$ cat src/rtl/btn_pkg.sv
// Shared button indices, polarity and repeat-FSM encoding for the ship button conditioner.
package btn_pkg;

    localparam int BTN_LEFT  = 0;
    localparam int BTN_RIGHT = 1;
    localparam int BTN_UP    = 2;
    localparam int BTN_DOWN  = 3;
    localparam int BTN_FIRE  = 4;
    localparam int BTN_N     = 5;

    localparam logic BTN_RELEASED = 1'b1;

    typedef enum logic [1:0] {
        RPT_IDLE   = 2'd0,
        RPT_DELAY  = 2'd1,
        RPT_REPEAT = 2'd2
    } rpt_state_e;

    // Opposing directions held together both read as released for as long as the overlap lasts.
    function automatic logic [BTN_N-1:0] apply_lockout(input logic [BTN_N-1:0] st);
        logic lr_both;
        logic ud_both;
        logic [BTN_N-1:0] res;
        lr_both        = (st[BTN_LEFT] != BTN_RELEASED) && (st[BTN_RIGHT] != BTN_RELEASED);
        ud_both        = (st[BTN_UP]   != BTN_RELEASED) && (st[BTN_DOWN]  != BTN_RELEASED);
        res            = st;
        res[BTN_LEFT]  = st[BTN_LEFT]  | lr_both;
        res[BTN_RIGHT] = st[BTN_RIGHT] | lr_both;
        res[BTN_UP]    = st[BTN_UP]    | ud_both;
        res[BTN_DOWN]  = st[BTN_DOWN]  | ud_both;
        return res;
    endfunction

endpackage

$ cat src/rtl/btn_debounce_ch.sv
// One button channel: two-flop synchroniser, debounce counter and registered press/release pulses.
module btn_debounce_ch
    import btn_pkg::*;
#(
    parameter int DEBOUNCE_CYCLES = 250000
) (
    input  logic clock_i,
    input  logic reset_i,
    input  logic raw_n_i,
    output logic stable_o,
    output logic press_o,
    output logic release_o
);

    localparam int CW = $clog2(DEBOUNCE_CYCLES);
    localparam logic [CW-1:0] CNT_MAX = CW'(DEBOUNCE_CYCLES - 1);

    logic          sync1_q;
    logic          sync2_q;
    logic          stable_q;
    logic          stable_d;
    logic          stable_dly_q;
    logic          press_q;
    logic          release_q;
    logic [CW-1:0] cnt_q;
    logic [CW-1:0] cnt_d;

    // Debounce: accept the synchronised level only after it has differed for DEBOUNCE_CYCLES edges.
    always_comb begin
        stable_d = stable_q;
        cnt_d    = cnt_q;
        if (sync2_q == stable_q) begin
            cnt_d = {CW{1'b0}};
        end else if (cnt_q == CNT_MAX) begin
            stable_d = sync2_q;
            cnt_d    = {CW{1'b0}};
        end else begin
            cnt_d = cnt_q + CW'(1);
        end
    end

    // Channel state; pulses compare the two most recent stable values so they trail the change by one cycle.
    always_ff @(posedge clock_i or posedge reset_i) begin
        if (reset_i) begin
            sync1_q      <= BTN_RELEASED;
            sync2_q      <= BTN_RELEASED;
            stable_q     <= BTN_RELEASED;
            stable_dly_q <= BTN_RELEASED;
            cnt_q        <= {CW{1'b0}};
            press_q      <= 1'b0;
            release_q    <= 1'b0;
        end else begin
            sync1_q      <= raw_n_i;
            sync2_q      <= sync1_q;
            stable_q     <= stable_d;
            stable_dly_q <= stable_q;
            cnt_q        <= cnt_d;
            press_q      <= stable_dly_q & ~stable_q;
            release_q    <= ~stable_dly_q & stable_q;
        end
    end

    assign stable_o  = stable_q;
    assign press_o   = press_q;
    assign release_o = release_q;

endmodule

$ cat src/rtl/ship_button_conditioner.sv
// Conditions the five active-low ship buttons: debounce, direction lockout, edge pulses and fire strobe.
// Define BTN_AUTOREPEAT_EN to build the fire auto-repeat FSM; otherwise fire_shot is the fire press pulse.
module ship_button_conditioner
    import btn_pkg::*;
#(
    parameter int DEBOUNCE_CYCLES = 250000,
    parameter int REPEAT_DELAY    = 6250000,
    parameter int REPEAT_PERIOD   = 2500000
) (
    input  logic             clock,
    input  logic             reset,
    input  logic [BTN_N-1:0] key_n_raw,
    output logic             left,
    output logic             right,
    output logic             up,
    output logic             down,
    output logic             fire,
    output logic [BTN_N-1:0] press_p,
    output logic [BTN_N-1:0] release_p,
    output logic             fire_shot
);

    if (DEBOUNCE_CYCLES < 2 || REPEAT_DELAY < 1 || REPEAT_PERIOD < 1) begin : g_param_check
        $error("ship_button_conditioner: illegal timing parameter");
    end

    logic [BTN_N-1:0] stable_s;
    logic [BTN_N-1:0] lock_s;
    logic [BTN_N-1:0] level_q;

    for (genvar i = 0; i < BTN_N; i++) begin : g_ch
        btn_debounce_ch #(
            .DEBOUNCE_CYCLES(DEBOUNCE_CYCLES)
        ) u_ch (
            .clock_i  (clock),
            .reset_i  (reset),
            .raw_n_i  (key_n_raw[i]),
            .stable_o (stable_s[i]),
            .press_o  (press_p[i]),
            .release_o(release_p[i])
        );
    end

    // Lockout acts on the debounced levels only; pulses stay pre-lockout.
    always_comb begin
        lock_s = apply_lockout(stable_s);
    end

    // Level register keeps the outputs aligned with the pulse registers in the channels.
    always_ff @(posedge clock or posedge reset) begin
        if (reset) begin
            level_q <= {BTN_N{BTN_RELEASED}};
        end else begin
            level_q <= lock_s;
        end
    end

    assign left  = level_q[BTN_LEFT];
    assign right = level_q[BTN_RIGHT];
    assign up    = level_q[BTN_UP];
    assign down  = level_q[BTN_DOWN];
    assign fire  = level_q[BTN_FIRE];

`ifdef BTN_AUTOREPEAT_EN
    localparam int RPT_MAX = (REPEAT_DELAY > REPEAT_PERIOD) ? REPEAT_DELAY : REPEAT_PERIOD;
    localparam int RW      = $clog2(RPT_MAX + 1);
    localparam logic [RW-1:0] DELAY_LAST  = RW'(REPEAT_DELAY - 1);
    localparam logic [RW-1:0] PERIOD_LAST = RW'(REPEAT_PERIOD - 1);

    rpt_state_e    rpt_state_q;
    logic [RW-1:0] rpt_cnt_q;
    logic          shot_q;
    logic          fire_held_s;

    assign fire_held_s = (stable_s[BTN_FIRE] != BTN_RELEASED);

    // IDLE is only left on the edge where stable fire first reads pressed, so that shot coincides with press_p.
    always_ff @(posedge clock or posedge reset) begin
        if (reset) begin
            rpt_state_q <= RPT_IDLE;
            rpt_cnt_q   <= {RW{1'b0}};
            shot_q      <= 1'b0;
        end else begin
            shot_q <= 1'b0;
            case (rpt_state_q)
                RPT_IDLE: begin
                    rpt_cnt_q <= {RW{1'b0}};
                    if (fire_held_s) begin
                        shot_q      <= 1'b1;
                        rpt_state_q <= RPT_DELAY;
                    end else begin
                        rpt_state_q <= RPT_IDLE;
                    end
                end
                RPT_DELAY: begin
                    if (!fire_held_s) begin
                        rpt_cnt_q   <= {RW{1'b0}};
                        rpt_state_q <= RPT_IDLE;
                    end else if (rpt_cnt_q == DELAY_LAST) begin
                        shot_q      <= 1'b1;
                        rpt_cnt_q   <= {RW{1'b0}};
                        rpt_state_q <= RPT_REPEAT;
                    end else begin
                        rpt_cnt_q <= rpt_cnt_q + RW'(1);
                    end
                end
                RPT_REPEAT: begin
                    if (!fire_held_s) begin
                        rpt_cnt_q   <= {RW{1'b0}};
                        rpt_state_q <= RPT_IDLE;
                    end else if (rpt_cnt_q == PERIOD_LAST) begin
                        shot_q    <= 1'b1;
                        rpt_cnt_q <= {RW{1'b0}};
                    end else begin
                        rpt_cnt_q <= rpt_cnt_q + RW'(1);
                    end
                end
                default: begin
                    rpt_cnt_q   <= {RW{1'b0}};
                    rpt_state_q <= RPT_IDLE;
                end
            endcase
        end
    end

    assign fire_shot = shot_q;
`else
    assign fire_shot = press_p[BTN_FIRE];
`endif

endmodule
$ cat config.mk
export PLATFORM = sky130hd
export DESIGN_NAME = ship_button_conditioner
export DESIGN_NICKNAME = d
export VERILOG_FILES = /design/src/rtl/btn_pkg.sv /design/src/rtl/btn_debounce_ch.sv /design/src/rtl/ship_button_conditioner.sv
export SDC_FILE = /design/constraint.sdc
export NUM_CORES = 1
export LEC_CHECK = 0
export BUFFER_PORTS_ARGS = -buffer_cell sky130_fd_sc_hd__buf_2
export CORE_ASPECT_RATIO = 1.4
export CORE_MARGIN = 2
export CORE_UTILIZATION = 35
export CTS_CLUSTER_DIAMETER = 40
export CTS_CLUSTER_SIZE = 16
export DETAILED_ROUTE_END_ITERATION = 12
export GPL_TIMING_DRIVEN = 0
export PLACE_DENSITY_LB_ADDON = 0.08
export REMOVE_ABC_BUFFERS = 1
export SYNTH_ARGS = -nofsm -noshare
export SYNTH_HDL_FRONTEND = slang
export SYNTH_SLANG_ARGS = --single-unit
export TNS_END_PERCENT = 20
$ cat constraint.sdc
create_clock -name clock -period 9.6 [get_ports clock]
set_clock_uncertainty 0.15 [all_clocks]
set_input_delay 0.48 -clock clock [delete_from_list [all_inputs] [get_ports clock]]
set_output_delay 0.48 -clock clock [all_outputs]
set_load 0.03 [all_outputs]
* After elaboration in Yosys (flattened, before gate mapping) *
Index checks and enable logic that the tools add are counted.

storage, ports and cells
  output and inout port bits = 16
  input port bits = 7
  memory bits (read-only) = 0
  latch bits = 0
  bits in registers = 125
  RAM bits = 0
  word-level logic and storage cells = 97
  memories = 0

cells by class
  div/mod/pow operators = 0
  equality and inequality tests = 10
  add/subtract/negate cells = 5
  order comparisons = 0
  muxes and demuxes = 10
  shift operators = 0
  multiply operators = 0
  bitwise gates (word level) = 29
  reduce and logical (&&, ||, !) cells = 7

operators by type and width
  cell                                                             number
  18-bit 2-to-1 mux                                                10
  18-bit by 1-bit adder with 18-bit output, second input constant  5
  18-bit == test, second input constant                            5
  1-bit NOT                                                        15
  1-bit AND                                                        10
  2-bit AND reduction                                              5
  1-bit == test                                                    5
  1-bit OR                                                         4
  1-bit logical AND                                                2

* Longest topological paths before layout *
Gate-level depths: netlist of run 1.

  depth in word-level cells = 3
  depth in mapped cells = 6
  gate-level depth less buffers = 5

* By module *
Synthesis of run 1 repeated with hierarchy kept, for this count alone.

second synthesis, totals
  cells, all modules = 511
  area total of the unflattened synthesis = 5691.7 um^2

modules (own cells, without submodules)
  module                   cells each  seq. area each (um^2)  area an instance (um^2)  times used
  btn_debounce_ch          100         605.6                  1104.8                   5
  ship_button_conditioner  11          131.4                  167.7                    1

* Least setup slack after synthesis of run 1 *
No wires, ideal clock.

  kind = register -> register
  from = register g_ch[1].u_ch.cnt_q[13]
  to = register g_ch[1].u_ch.cnt_q[10]
  period minus slack after synthesis = 2.109 ns
  slack = 7.491 ns
  required time = 9.331 ns
  buffers on the path = 1
  library setup time = 0.119 ns
  stages on the path, launching flop included = 6
  arrival = 1.840 ns
  path through = dfrtp_1 -> or4b_1 -> or4_4 -> o21ai_4 -> buf_6 -> nor2_1

on the way
  cells in the longest elaborated chain, start to end = 3

ends and longest elaborated chain
  item                        RTL line               text
  from (decl)                 btn_debounce_ch.sv:25  logic [CW-1:0] cnt_q;
  from (signal assigned)      btn_debounce_ch.sv:49  cnt_q <= {CW{1'b0}};
  from (signal assigned)      btn_debounce_ch.sv:57  cnt_q <= cnt_d;
  18-bit == test              btn_debounce_ch.sv:34  end else if (cnt_q == CNT_MAX) begin
  18-bit 2-to-1 mux           btn_debounce_ch.sv:34
  18-bit 2-to-1 mux           btn_debounce_ch.sv:32  if (sync2_q == stable_q) begin
  net g_ch[1].u_ch.cnt_d[10]  btn_debounce_ch.sv:26  logic [CW-1:0] cnt_d;

The timed path passes the listed nets, and every way through them passes these cells.
A chain may end at the register's enable or synchronous reset.

* Worst setup path after layout of run 1 *
  from = register g_ch[1].u_ch.cnt_q[13]
  to = register g_ch[1].u_ch.cnt_q[15]

on the way
  cells in the longest elaborated chain, start to end = 3
  elaborated cells on any way between the ends = 4
  classes of those cells = 1 x add/sub; 1 x eq/ne; 2 x mux

ends and longest elaborated chain
  item                                                                        RTL line
  18-bit by 1-bit adder with 18-bit output or 18-bit == test (tied branches)  btn_debounce_ch.sv:38, btn_debounce_ch.sv:34
  18-bit 2-to-1 mux *                                                         btn_debounce_ch.sv:34
  18-bit 2-to-1 mux *                                                         btn_debounce_ch.sv:32
  net g_ch[1].u_ch.cnt_d[15]                                                  btn_debounce_ch.sv:26

The timed path passes the listed nets; every way through them passes the cells marked *.

==> flow_metrics.py, run 1 <==
metrics = {
    "place": {
        "gp_congestion": 0.760,
        "dp_hpwl_mm": 6.76,
        "io_buffer_count": 22,
        "pre_cts_ws_ns": 7.12,
        "dp.cells": 736,
    },
    "synthesis": {
        "ys_ff_latch": 124,
        "synth_flop_cell": "dfrtp_1",
        "syn_avg_cell_area_um2": 10.5,
        "synth_top_cell_by_area": "dfrtp_1",
        "ys_seq_area_frac": 0.557,
        "synth_area_leaders": "dfrtp_1, dfstp_2, xnor2_1, nor2_1, nand4_1",
        "ys_async_sr_fraction": 1.00,
        "synth_cells": 534,
        "synthesis.area_mm2": 0.00563,
        "yosys.cell_types.count": 39,
        "yosys_warnings": 0,
        "synth_commonest_cells": "dfrtp_1, nor2_1, xnor2_1",
        "yosysTopAreaCellShare": 0.445,
        "synth_edf_count": 0,
        "synth.most_common_cell": "dfrtp_1",
    },
    "route": {
        "via_count": 3793,
        "ant_nets": 0,
        "dr.pass1.iters": 4,
        "wire_per_inst_um": 13.5,
        "drt_iter0_drc": 171,
        "drc_errors": 0,
        "drt-total-wl_mm": 10.5,
        "viasPerCell": 4.90,
    },
    "pwr": {
        "power_frac_comb": 0.027,
        "seqPwrFrac": 0.444,
        "p_leak_nw": 2.64,
        "p_sw_frac": 0.204,
        "p_per_area_mw_per_mm2": 184,
        "pwr-share-clk": 0.529,
        "ir_drop_mv": 0.117,
        "cellInternalPower_mw": 0.964,
        "power.switching_mw": 0.248,
    },
    "sta": {
        "worst_pin_slew_ns": 1.25,
        "rsz0062_at_grt": "no",
        "relSlewSlack": 0.162,
        "timing.final.ws_setup_ns": 7.18,
        "layout_min_cycle_time_ns": 2.42,
        "timing.final.crit_share": 0.252,
        "report.final.setup_viol": 0,
        "drv_slew": 0,
        "tns_ns": 0,
        "max_freq_mhz": 413,
        "final-hold-violation-count": 0,
        "fin_hold_ws_ns": 0.0257,
    },
    "job": {
        "maxCapViolations": 0,
    },
    "cells_and_area": {
        "diodes": 0,
        "syn_to_final_growth_pct": 16.8,
        "drive_gt1_frac": 0.156,
        "final_core_util": 0.419,
        "fin_cells": 774,
        "nNetsFinal": 577,
    },
    "clocking": {
        "tritoncts": "done",
        "hold_buffers": 4,
        "ctsResizeCount": 0,
        "insertion_delay_ns": 0.41,
        "cts_sinks": 124,
        "clkSlewWorstSetupHoldPaths_ns": 0.05,
        "htreeDepth": 4,
        "cts-root-buf": "clkbuf_16",
        "cts_buffers": 17,
        "clock_path_buffers": 2,
        "post-cts-setup-buffer-count": 0,
    },
    "status": {
        "outcome": "complete, no violations",
    },
    "floorplan": {
        "rows": 54,
        "die_w_um": 111,
        "fp.dieH_um": 154,
        "initial_core_util": 0.359,
        "die_area_mm2": 0.0171,
        "num_io_pins": 23,
        "core_mm2": 0.0157,
    },
    "global_routing": {
        "overflow": 0,
        "grt_pass1_wl_mm": 18.2,
        "antenna_found_initial": 0,
        "grt_max_degree": 95,
        "grt_use_total": 0.131,
        "grt_pass1_vias": 3726,
    },
    "setup_path": {
        "cp_max_fo": 18,
        "required_ns": 9.74,
        "start_kind": "register",
        "worst_ep_arrival_time_ns": 2.56,
        "worst_setup_path_end_kind": "register",
        "reg2reg_setup_slack_ns": 7.18,
        "critPathKind": "reg -> reg",
    },
    "worst_hold_path": {
        "hp-class": "in -> reg",
    },
}
-- critical path: stages (launching register included) --
cell     delay, ns
dfrtp_1       0.42
or4b_1        0.53
or4_4         0.56
o21ai_4       0.42
o21ba_2       0.23
-- power groups by stage --
stage / clock network (mW) / logic, mW / registers (mW)
after global placement: 0 / 0.0290 / 0.547
after detailed placement: 0 / 0.0320 / 0.547
final: 0.641 / 0.0323 / 0.539
after floorplan: 0 / 0.0212 / 0.546
after global routing: 0.682 / 0.0379 / 0.540
after CTS: 0.659 / 0.0334 / 0.539
-- routing by layer --
layer  wire length (µm)  up-vias  track usage
li1                   -     1917            -
met1               5080     1821        0.169
met2               4970       43        0.204
met3                259       12       0.0422
met4                161        0       0.0511
met5                  0        -            0
-- kinds of logic after synthesis --
logic type	Yosys count	synth area share
mux	6	0.0118
simple gates	257	0.234
xor+xnor	71	0.110
buf+inv	39	0.0349
compound gates	32	0.0411
fa+ha+maj	5	0.0111
flops	124	0.557
-- per-stage QoR --
stage | power (mW) | cell area [µm²]
final | 1.21 | 6570
after global routing | 1.26 | 6570
after CTS | 1.23 | 6550
after detailed placement | 0.579 | 5920
after global placement | 0.576 | 5870
after floorplan | 0.567 | 5510
-- layout by cell type, fill, tap and decap left out, types with 2 or more instances in the layout --
cell | netlist | layout
xnor2_1 | 54 | 54
or2_2 | 3 | 3
clkbuf_16 | 0 | 17
dlygate4sd3_1 | 0 | 5
inv_1 | 21 | 20
nor3_1 | 13 | 13
nand4_1 | 30 | 30
a21oi_1 | 12 | 12
nor4_1 | 26 | 26
nand2b_1 | 5 | 5
or4b_1 | 2 | 2
dfrtp_1 | 100 | 100
o21ai_0 | 6 | 6
bufinv_16 | 0 | 3
clkbuf_8 | 0 | 2
o21ai_1 | 2 | 2
and3_1 | 3 | 3
mux2_2 | 5 | 5
nor4bb_1 | 2 | 2
or3_1 | 6 | 6
clkinv_2 | 0 | 3
buf_2 | 1 | 22
nand3_1 | 28 | 28
clkbuf_1 | 5 | 6
dfstp_2 | 24 | 24
o41ai_4 | 1 | 2
nor4b_1 | 2 | 2
or4_1 | 8 | 8
nor2_1 | 93 | 93
buf_6 | 1 | 2
o31ai_1 | 7 | 7
nand2_1 | 20 | 20
xor2_1 | 17 | 17
and4_1 | 3 | 3
ha_1 | 5 | 5
nor2b_1 | 11 | 11
-- area by class of cell --
class	count	area [µm²]
Tap cell	196	245
Clock buffer	25	475
Timing Repair Buffer	30	210
Fill cell	1484	9100
Multi-Input combinational cell	371	2310
Sequential cell	124	3130
Inverter	21	83.8
Clock inverter	7	114
-- registers in the layout (all words and copies together), names as in the netlist --
signal	cells
g_ch.u_ch.sync1_q	5
g_ch.u_ch.stable_o	5
level_q	5
g_ch.u_ch.stable_dly_q	4
g_ch.u_ch.release_o	5
g_ch.u_ch.cnt_q	90
g_ch.u_ch.press_o	5
g_ch.u_ch.sync2_q	5
-- worst paths after layout --
| check | startpoint | end | depth (start not counted) |
|---|---|---|---|
| hold / removal | key_n_raw[0] | g_ch[0].u_ch.sync1_q$_DFF_PP1_ | 1 |
| setup reg to reg | g_ch[1].u_ch.cnt_q[13]$_DFF_PP0_ | g_ch[1].u_ch.cnt_q[15]$_DFF_PP0_ | 4 |
| hold reg to reg | g_ch[3].u_ch.sync1_q$_DFF_PP1_ | g_ch[3].u_ch.sync2_q$_DFF_PP1_ | 0 |
| setup / recovery | g_ch[1].u_ch.cnt_q[13]$_DFF_PP0_ | g_ch[1].u_ch.cnt_q[15]$_DFF_PP0_ | 4 |
| min in group asynchronous | reset | g_ch[2].u_ch.cnt_q[11]$_DFF_PP0_ | 3 |
| max in group asynchronous | reset | g_ch[4].u_ch.sync1_q$_DFF_PP1_ | 4 |
Power figures use the tool's default switching activity.
==> run 2, diff against run 1 <==
clock period = 2 ns   (was 9.6 ns; I/O delays follow)
==> flow_metrics.py, run 2 (synthesis results as in run 1) <==
metrics = {
    "cells_and_area": {
        "diodes": 0,
        "fill_cells": 1480,
        "syn_to_final_growth_pct": 19.3,
        "final_common_cell": "dfrtp_1",
        "nNetsFinal": 583,
        "regMostFlops": "g_ch.u_ch.cnt_q",
        "drive_gt1_frac": 0.187,
        "final_core_util": 0.428,
        "largest_reg_flops": 90,
        "fin_cells": 780,
        "final_cell_mix": "dfrtp_1, nor2_1, xnor2_1",
    },
    "global_routing": {
        "grt_max_degree": 95,
        "grt_use_met2": 0.209,
        "grt_use_total": 0.133,
        "grt_pass1_vias": 3791,
        "use_met3": 0.0418,
        "top_usage_layer": "met2",
        "antenna_found_initial": 0,
        "grt_pass1_wl_mm": 18.5,
        "use_met1": 0.170,
        "overflow": 0,
    },
    "setup_path": {
        "worst_ep_arrival_time_ns": 2.34,
        "worst_setup_path_end_kind": "register",
        "timing.rr.end": "g_ch[1].u_ch.cnt_q[15]$_DFF_PP0_",
        "reg2regPathDepth": 5,
        "reg2reg_setup_slack_ns": -0.20,
        "cp_max_fo": 5,
        "start_kind": "register",
        "required_ns": 2.14,
        "critPathKind": "reg -> reg",
        "regToRegStartpoint": "g_ch[1].u_ch.cnt_q[6]$_DFF_PP0_",
    },
    "floorplan": {
        "die_w_um": 111,
        "rows": 54,
        "num_io_pins": 23,
        "initial_core_util": 0.359,
        "core_mm2": 0.0157,
        "fp.dieH_um": 154,
        "die_area_mm2": 0.0171,
    },
    "sta": {
        "relSlewSlack": 0.669,
        "timing.final.crit_share": 1.10,
        "final-hold-violation-count": 0,
        "report.final.setup_viol": 20,
        "worst_pin_slew_ns": 0.495,
        "tns_ns": -2.90,
        "layout_min_cycle_time_ns": 2.20,
        "timing.final.ws_setup_ns": -0.197,
        "rsz0062_at_grt": "yes",
        "drv_slew": 0,
        "max_freq_mhz": 455,
    },
    "clocking": {
        "cts_sinks": 124,
        "htreeDepth": 4,
        "clock_path_buffers": 2,
        "insertion_delay_ns": 0.41,
        "tritoncts": "done",
        "clkSlewWorstSetupHoldPaths_ns": 0.05,
        "cts_buffers": 17,
        "cts-root-buf": "clkbuf_16",
    },
    "place": {
        "gp_congestion": 0.760,
        "io_buffer_count": 22,
        "dp.cells": 736,
        "dp_hpwl_mm": 6.76,
    },
    "route": {
        "drt-total-wl_mm": 10.6,
        "viasPerCell": 4.91,
        "drc_errors": 0,
        "via_count": 3831,
        "wire_per_inst_um": 13.6,
        "drt_iter0_drc": 162,
        "dr.pass1.iters": 4,
        "ant_nets": 0,
    },
    "worst_hold_path": {
        "hp-class": "in -> async",
    },
    "job": {
        "maxCapViolations": 0,
    },
    "status": {
        "outcome": "finished, violations left",
        "violations": "negative setup slack",
    },
    "pwr": {
        "p_leak_nw": 2.67,
        "ir_drop_mv": 0.556,
        "p_per_area_mw_per_mm2": 870,
    },
}
-- run 2: metal layers --
| layer | wire (µm) | part of all wire |
|---|---|---|
| met4 | 128 | 0.012 |
| met1 | 5090 | 0.48 |
| met5 | 0 | 0 |
| met3 | 271 | 0.026 |
| met2 | 5080 | 0.48 |
-- run 2: worst max-delay path by stage --
stage | start | end | slack [ns] | cells past startpoint
after global placement | reset | g_ch[0].u_ch.cnt_q[10]$_DFF_PP0_ | -3.07 | 2
after CTS | g_ch[1].u_ch.cnt_q[6]$_DFF_PP0_ | g_ch[1].u_ch.cnt_q[15]$_DFF_PP0_ | -0.24 | 5
after global routing | g_ch[1].u_ch.cnt_q[6]$_DFF_PP0_ | g_ch[1].u_ch.cnt_q[15]$_DFF_PP0_ | -0.26 | 5
after detailed placement | g_ch[4].u_ch.cnt_q[0]$_DFF_PP0_ | g_ch[4].u_ch.cnt_q[14]$_DFF_PP0_ | -0.48 | 5
final | g_ch[1].u_ch.cnt_q[6]$_DFF_PP0_ | g_ch[1].u_ch.cnt_q[15]$_DFF_PP0_ | -0.20 | 5
after floorplan | reset | g_ch[0].u_ch.cnt_q[0]$_DFF_PP0_ | -1.51 | 1
-- run 2: power by group --
group          internal [mW]  switching [mW]  total (mW)
combinational         0.0630           0.109       0.172
sequential              2.56          0.0325        2.59
clock                   2.02            1.06        3.08
total                   4.64            1.20        5.84
-- run 2: layout make-up --
cell class	instances	area [µm²]	share of cell area
Sequential cell	124	3140	0.467
Multi-Input combinational cell	371	2390	0.356
Clock buffer	25	475	0.0708
Timing Repair Buffer	36	270	0.0403
Tap cell	196	245	0.0365
Clock inverter	7	114	0.0170
Inverter	21	83.8	0.0125
-- run 2: timing repair --
action | 4_1_cts | 5_1_grt
pin swaps | 12 | 8
gates cloned | 0 | 0
setup endpoints to repair | 74 | 71
hold buffers | 6 | 0
endpoints found under the hold margin | 112 | 0
setup buffers | 5 | 1
resized for setup | 7 | 12
-- run 2: metrics by stage --
| step | setup WS [ns] | hold slack, ns | power, mW | instance area, µm² |
|---|---|---|---|---|
| 2_1_floorplan | -1.51 | -0.0455 | 2.72 | 5510 |
| 5_1_grt | -0.257 | 0.0941 | 6.07 | 6710 |
| 4_1_cts | -0.242 | 0.0608 | 5.92 | 6660 |
| 3_5_place_dp | -0.482 | -0.0484 | 2.78 | 5920 |
| 6_report | -0.197 | 0.0757 | 5.84 | 6710 |
| 3_3_place_gp | -3.07 | 0.0563 | 2.77 | 5870 |
-- run 2: critical path: stages, from the launching register on --
cell	delay (ns)
dfrtp_1	0.41
or4b_1	0.50
or4_4	0.56
o21ai_4	0.19
buf_12	0.13
o21ba_4	0.14
